File: config.mk
export PLATFORM = sky130hd
export DESIGN_NAME = mem_stage
export DESIGN_NICKNAME = d
export VERILOG_FILES = /design/src/rtl/mem_stage.sv
export SDC_FILE = /design/constraint.sdc
export NUM_CORES = 2
export LEC_CHECK = 0
export CORE_ASPECT_RATIO = 0.5
export CORE_UTILIZATION = 65
export CTS_CLUSTER_SIZE = 12
export DETAILED_ROUTE_END_ITERATION = 10
export PLACE_DENSITY_LB_ADDON = 0.12
export SLEW_MARGIN = 15
export SYNTH_ARGS = -nofsm -noshare
export SYNTH_HDL_FRONTEND = slang
export SYNTH_SLANG_ARGS = --single-unit
File: constraint.sdc
create_clock -name clk -period 12.92 [get_ports clk]
set_clock_uncertainty 0.05 [all_clocks]
set_input_delay 2.584 -clock clk [delete_from_list [all_inputs] [get_ports clk]]
set_output_delay 2.584 -clock clk [all_outputs]
set_load 0.01 [all_outputs]
File: src/rtl/mem_stage.sv
// Memory stage: serialises ALU results, performs one data-RAM access per
// memory op and holds a writeback token until the consumer acknowledges.
module mem_stage #(
  parameter int DEPTH = 64,
  parameter int AW    = 6
) (
  input  logic        clk,
  input  logic        reset,
  input  logic        inValid,
  output logic        inReady,
  input  logic [31:0] dataIn1,
  input  logic [31:0] dataIn2,
  input  logic [31:0] srcDstIn,
  input  logic [31:0] cpsrIn,
  input  logic        wIn,
  input  logic        mIn,
  output logic        wbValid,
  input  logic        wbAck,
  output logic        wbEn,
  output logic [3:0]  wbReg,
  output logic [31:0] wbData,
  output logic [31:0] cpsrOut,
  output logic        addrFault,
  output logic [15:0] retired
);

  typedef enum logic [1:0] {
    IDLE,
    ACCESS,
    WB
  } state_t;

  state_t      state_q, state_d;
  logic        ld_q, ld_d;
  logic [31:0] d2_q, d2_d;
  logic [31:0] sd_q, sd_d;
  logic [31:0] cpsr_q, cpsr_d;
  logic        en_q, en_d;
  logic [3:0]  reg_q, reg_d;
  logic [31:0] data_q, data_d;
  logic [31:0] cpsro_q, cpsro_d;
  logic [15:0] retired_q, retired_d;

  logic [31:0] mem [DEPTH];
  logic [31:0] addr;
  logic [31:0] rd_data;
  logic [AW-1:0] widx;
  logic        fault;
  logic        we;

  // loads address via dataIn2, stores via srcDstIn
  assign addr    = ld_q ? d2_q : sd_q;
  assign fault   = (|addr[31:AW+2]) || (|addr[1:0]);
  assign widx    = addr[AW+1:2];
  assign rd_data = mem[widx];
  assign we      = (state_q == ACCESS) && !ld_q && !fault;

  always_comb begin
    state_d   = state_q;
    ld_d      = ld_q;
    d2_d      = d2_q;
    sd_d      = sd_q;
    cpsr_d    = cpsr_q;
    en_d      = en_q;
    reg_d     = reg_q;
    data_d    = data_q;
    cpsro_d   = cpsro_q;
    retired_d = retired_q;
    unique case (state_q)
      IDLE: begin
        if (inValid) begin
          ld_d   = dataIn1[0];
          d2_d   = dataIn2;
          sd_d   = srcDstIn;
          cpsr_d = cpsrIn;
          if (mIn) begin
            state_d = ACCESS;
          end else begin
            state_d = WB;
            en_d    = wIn;
            reg_d   = srcDstIn[3:0];
            data_d  = dataIn1;
            cpsro_d = cpsrIn;
          end
        end
      end
      ACCESS: begin
        state_d = WB;
        cpsro_d = cpsr_q;
        if (ld_q) begin
          en_d   = 1'b1;
          reg_d  = sd_q[3:0];
          data_d = fault ? 32'h0 : rd_data;
        end else begin
          en_d   = 1'b0;
          reg_d  = 4'h0;
          data_d = 32'h0;
        end
      end
      WB: begin
        if (wbAck) begin
          state_d   = IDLE;
          retired_d = retired_q + 16'h1;
        end
      end
      default: state_d = IDLE;
    endcase
  end

  always_ff @(posedge clk or posedge reset) begin
    if (reset) begin
      state_q   <= IDLE;
      ld_q      <= 1'b0;
      d2_q      <= 32'h0;
      sd_q      <= 32'h0;
      cpsr_q    <= 32'h0;
      en_q      <= 1'b0;
      reg_q     <= 4'h0;
      data_q    <= 32'h0;
      cpsro_q   <= 32'h0;
      retired_q <= 16'h0;
    end else begin
      state_q   <= state_d;
      ld_q      <= ld_d;
      d2_q      <= d2_d;
      sd_q      <= sd_d;
      cpsr_q    <= cpsr_d;
      en_q      <= en_d;
      reg_q     <= reg_d;
      data_q    <= data_d;
      cpsro_q   <= cpsro_d;
      retired_q <= retired_d;
    end
  end

  // data RAM keeps its contents across reset
  always_ff @(posedge clk) begin
    if (we) mem[widx] <= d2_q;
  end

  assign inReady   = (state_q == IDLE) && !reset;
  assign wbValid   = (state_q == WB);
  assign wbEn      = en_q && wbValid;
  assign wbReg     = reg_q;
  assign wbData    = data_q;
  assign cpsrOut   = cpsro_q;
  assign addrFault = (state_q == ACCESS) && fault;
  assign retired   = retired_q;

endmodule

**Yosys cells after proc, flatten, opt, wreduce, memory -nomap -nowiden**

Memory sizes are Yosys's and may differ from the RTL's.
Cells that the tools add are included.

- RAM bits: 2048
- Output and inout port bits: 88
- Flip-flop bits (word level): 184
- Memories: 1
- Word-level logic and storage cells: 57
- Input port bits: 134

Memory list:

| name | words | bits a word | rd ports | clocked after Yosys merged registers in | write ports | line | RTL |
|---|---|---|---|---|---|---|---|
| mem | 64 | 32 | 1 | 0 | 1 | 44 | `logic [31:0] mem [DEPTH];` |

- Equal/unequal tests: 5
- $add $sub $neg: 1
- Mux-type cells: 23
- Reductions and logical operators: 17

Operator list:

| cell | count |
|---|---|
| $mux W32 | 7 |
| $pmux W32 S2 | 2 |
| $reduce_or A24 Y1 | 1 |
| $add A16 B1 Y16 const B | 1 |
| $mux W4 | 3 |
| $pmux W4 S2 | 1 |
| $mux W2 | 3 |
| $pmux W2 S3 | 1 |
| $reduce_and A2 Y1 | 3 |
| $logic_and A1 B1 Y1 | 5 |
| $mux W1 | 5 |
| $ne A2 B2 Y1 const B | 2 |
| $logic_not A1 Y1 | 3 |
| $reduce_and A3 Y1 | 1 |
| $eq A2 B1 Y1 const B | 1 |
| $eq A2 B2 Y1 const B | 1 |
| $logic_not A2 Y1 | 1 |
| $ne A2 B1 Y1 const B | 1 |
| $pmux W1 S2 | 1 |
| $reduce_bool A2 Y1 | 1 |
| $reduce_or A2 Y1 | 1 |
| $logic_or A1 B1 Y1 | 1 |

**Longest topological paths before layout**

- Depth in word-level cells: 7
- Mapped depth: 13
- Mapped depth without buffers: 7

**Worst setup path before layout**

No wires, ideal clock.

- Path type: input to output
- Start: input port reset
- End: output port inReady
- Data required time: 10.286 ns
- Cell stages on the path: 1
- Buffers on the path: 0
- Data arrival time: 2.843 ns
- Setup slack: 7.443 ns
- Cells stage by stage: nor3_1

- Cells in the longest elaborated chain, start to end: 2

RTL lines:

| what | line | RTL |
|---|---|---|
| start, declared | 8 | `input logic reset,` |
| $logic_not A1 Y1 | 141 | `assign inReady = (state_q == IDLE) && !reset;` |
| $logic_and A1 B1 Y1 | 141 |  |
| end, declared | 10 | `output logic inReady,` |

No other way between the ends.

**Worst setup path in the final report**

- Start: register d2_q[11]
- End: output port addrFault

- Cells in the longest elaborated chain, start to end: 4

RTL lines:

| what | line | RTL |
|---|---|---|
| start, declared | 35 | `logic [31:0] d2_q, d2_d;` |
| start signal, assigned | 114 | `d2_q <= 32'h0;` |
| start signal, assigned | 125 | `d2_q <= d2_d;` |
| $mux W32 | 52 | `assign addr = ld_q ? d2_q : sd_q;` |
| $reduce_or A24 Y1 | 53 | `assign fault = (\|addr[31:AW+2]) \|\| (\|addr[1:0]);` |
| $logic_or A1 B1 Y1 | 53 |  |
| $logic_and A1 B1 Y1 | 147 | `assign addrFault = (state_q == ACCESS) && fault;` |
| end, declared | 23 | `output logic addrFault,` |

No other way between the ends.

==> impl_results.md <==
* Outcome: complete, no violations
* Finish-stage setup viols at 0
* Resize count post-CTS at 0
* CTS max path bufs at 3
* Final period utilization at approximately half
* Cts hold-fix bufs at 0
* Final hold vios at 0
* Total power at between 0.015 and 0.02 W
* Vias per cell at around 7.4
* CP bufs+invs at 1
* CTS H-tree depth at 4
* Port Buffers at ~220
* Worst-margin pin slew at 1.43 ns
* Most common cell after layout, fill and taps aside: edfxtp_1
* Final core occ at 74.8%
* ANT nets after route at 0
* Sequential share of the synthesized area at 80.5%
* Layout cells sized above 1 at between 10% and 20%
* Maximum VDD drop at around 200 uV
* Endpoint class of the critical path: output port
* Max_slew headroom at 4.09%
* Crit Path Class: flop to output port
* Die area at 128000 um2
* Worst-path clk slew at around 0.06 ns
* Final Max Tran Viols at 0
* Post-route insts no fill at 6950
* Die W at 505 um
* Area share of the largest cell type after synthesis at between 70 and 80%
* Syn Nets at a little under 5000
* Clk sink count at between 2000 and 2500
* CP max FO at 66
* Routed WL at roughly 260000 um
* Largest net degree at the start of global routing at 116
* Starting Density at between 60% and 70%
* Syn_area_per_cell at 17.0 um2
* Max stage delay on crit path at 0.78 ns
* Routed length per placed instance at around 37 um
* # IOs at approximately 220
* Unrepaired setup endpoints after global routing: false
* Post-Place Cells at 6616
* Synth Flop Type: edfxtp_1
* Synth area leader: edfxtp_1
* Largest cells by area after synthesis: edfxtp_1 (75%), dfrtp_1 (5.6%), o22ai_1 (5.2%)
* Crit path DAT at between 3 and 4 ns
* Critical path, cell by cell: nor4_1 -> nand4_1 -> nor4b_1 -> o21ai_0 -> and2_1 -> clkdlybuf4s50_1
* Mapped Cells at roughly 4800
* Initial antenna violation count at 20
* Cell variety after synth at 65
* Vias in the first global route at about 50000
* Pre-antenna DRT Iters at 8
* Yosys Warn Count at 0
* Worst skew pair latency at around 0.84 ns
* Worst path required time at slightly above 10 ns
* Delay-heaviest family, CP: simple AND/OR/NAND/NOR gates
* CTS tree: built
* F_max at around 150 MHz
* Row Count at 91
* Total number of vias at a little over 50000
* Root buf cell: clkbuf_16
* DRT iter0 DRCs at ~9700
* Slowest stage cell, crit path: dfrtp_2
* Setup Buffers After CTS at 0
* Sum Neg Setup Slack at 0 ns
* Hold Crit Class: flop to flop
* Asr flop ratio synth at under 10%
* GPL Wtd Cong at around 0.88
* Final min period at 6.60 ns
* Leak at 29.9 nW
* Core area at around 120000 um2
* Overflow after GRT at 0
* Synthesized area at a little over 80000 um2
* Syn-to-layout area delta at 13.3%
* Remaining DRCs at 0
* PD cells at ~210 nW/um2
* All-layer global routing usage at between 40% and 50%
* CP Launch Type: flop
* First-pass GRT wire length at around 360000 um
* Number of max-cap violations at 0
* Commonest cells after routing, fill and taps aside: edfxtp_1 (2048), o22ai_1 (687), nand2_1 (344)
* CTS Buf Count at between 200 and 250
* #FFs+latches synth at between 2000 and 2500
* Nets at 5283
* Number of synthesized flops with an enable pin at 2048
* Layout fillers at 7013
* Post-DP HPWL at between 100000 and 150000 um
* Die Ht at around 250 um
[worst reg2reg max path, cell delays in order, from the launching register on]
cell and delay [ns]:
dfrtp_2 0.36, buf_4 0.57, mux2_2 0.70, nand3_4 0.58
buf_4 0.74, buf_4 0.65, o22ai_1 0.21, o41ai_1 1.12
o221ai_1 0.46, o31ai_1 0.33
[state kept, by name (all words and copies together), names as in the netlist]
name     cells
cpsrOut     32
cpsr_q      32
d2_q        32
en_q         1
ld_q         1
mem       2048
retired     16
sd_q        32
state_q      2
wbData      32
wbReg        4
[layer usage]
layer  GRT usage [%]  vias up  share of wire [%]
li1                -    20300                  -
met1            56.2    25700                 34
met2            55.9     4920                 42
met3            19.5      679                 20
met4            13.6       12                3.5
met5               0        -              0.087
[final timing paths]
path	cells after the start	slack, ns	end	from
max	6	6.32	addrFault	d2_q[11]
min	1	0.43	retired[15]	retired[15]
max reg2reg	9	7.06	wbData[26]	ld_q
min reg2reg	1	0.43	retired[15]	retired[15]
max in group asynchronous	3	8.86	ld_q	reset
min in group asynchronous	2	2.28	cpsrOut[31]	reset
[cell families after synthesis]
kind of cell / synth area share, %
flops: 80.5
fa+ha+maj: 0.0152
compound gates: 10.4
xor+xnor: 0.160
buf+inv: 2.01
mux: 1.91
simple gates: 5.00
[per-stage QoR]
stage	hold WS [ns]	setup slack [ns]	area (um2)
finish	0.432	6.32	93000
floorplan	0.431	5.29	82100
global placement	0.413	6.35	87100
detailed placement	0.416	6.42	87100
global route	0.443	6.23	92900
CTS	0.427	6.32	92900
[layout make-up]
cell class,count,area [um2],share of cell area [%]
flip-flops and latches,2232,66100,71.2
multi-input cells,2264,14900,16.1
clock buffers,311,5510,5.92
repair buffers,442,3940,4.24
well taps,1674,2090,2.25
clock inverters,16,303,0.326
inverters,4,22.5,0.0242
diodes,7,17.5,0.0188
[power by group]
part	leakage [nW]	internal [W]	switching (W)
clock	2.77	0.00293	0.00259
combinational	6.60	0.00134	0.00382
sequential	20.6	0.00868	0.000255
total	29.9	0.0129	0.00666
[cells in the mapped netlist (all sizes together), types with 12 or more instances]
library cell  count
a32o             13
o2111ai          16
nor4             65
nand3            53
o21ai            63
nor2            109
a21oi            85
a31oi            52
o22a             71
nor3            114
o221ai          119
buf             217
and2             12
o22ai           687
nand2           346
dfrtp           184
and3             94
or4              18
mux2            102
xnor2            12
clkbuf          110
o31ai            56
o41ai            53
edfxtp         2048
mux2i            38
(Power assumes the default switching activity.)
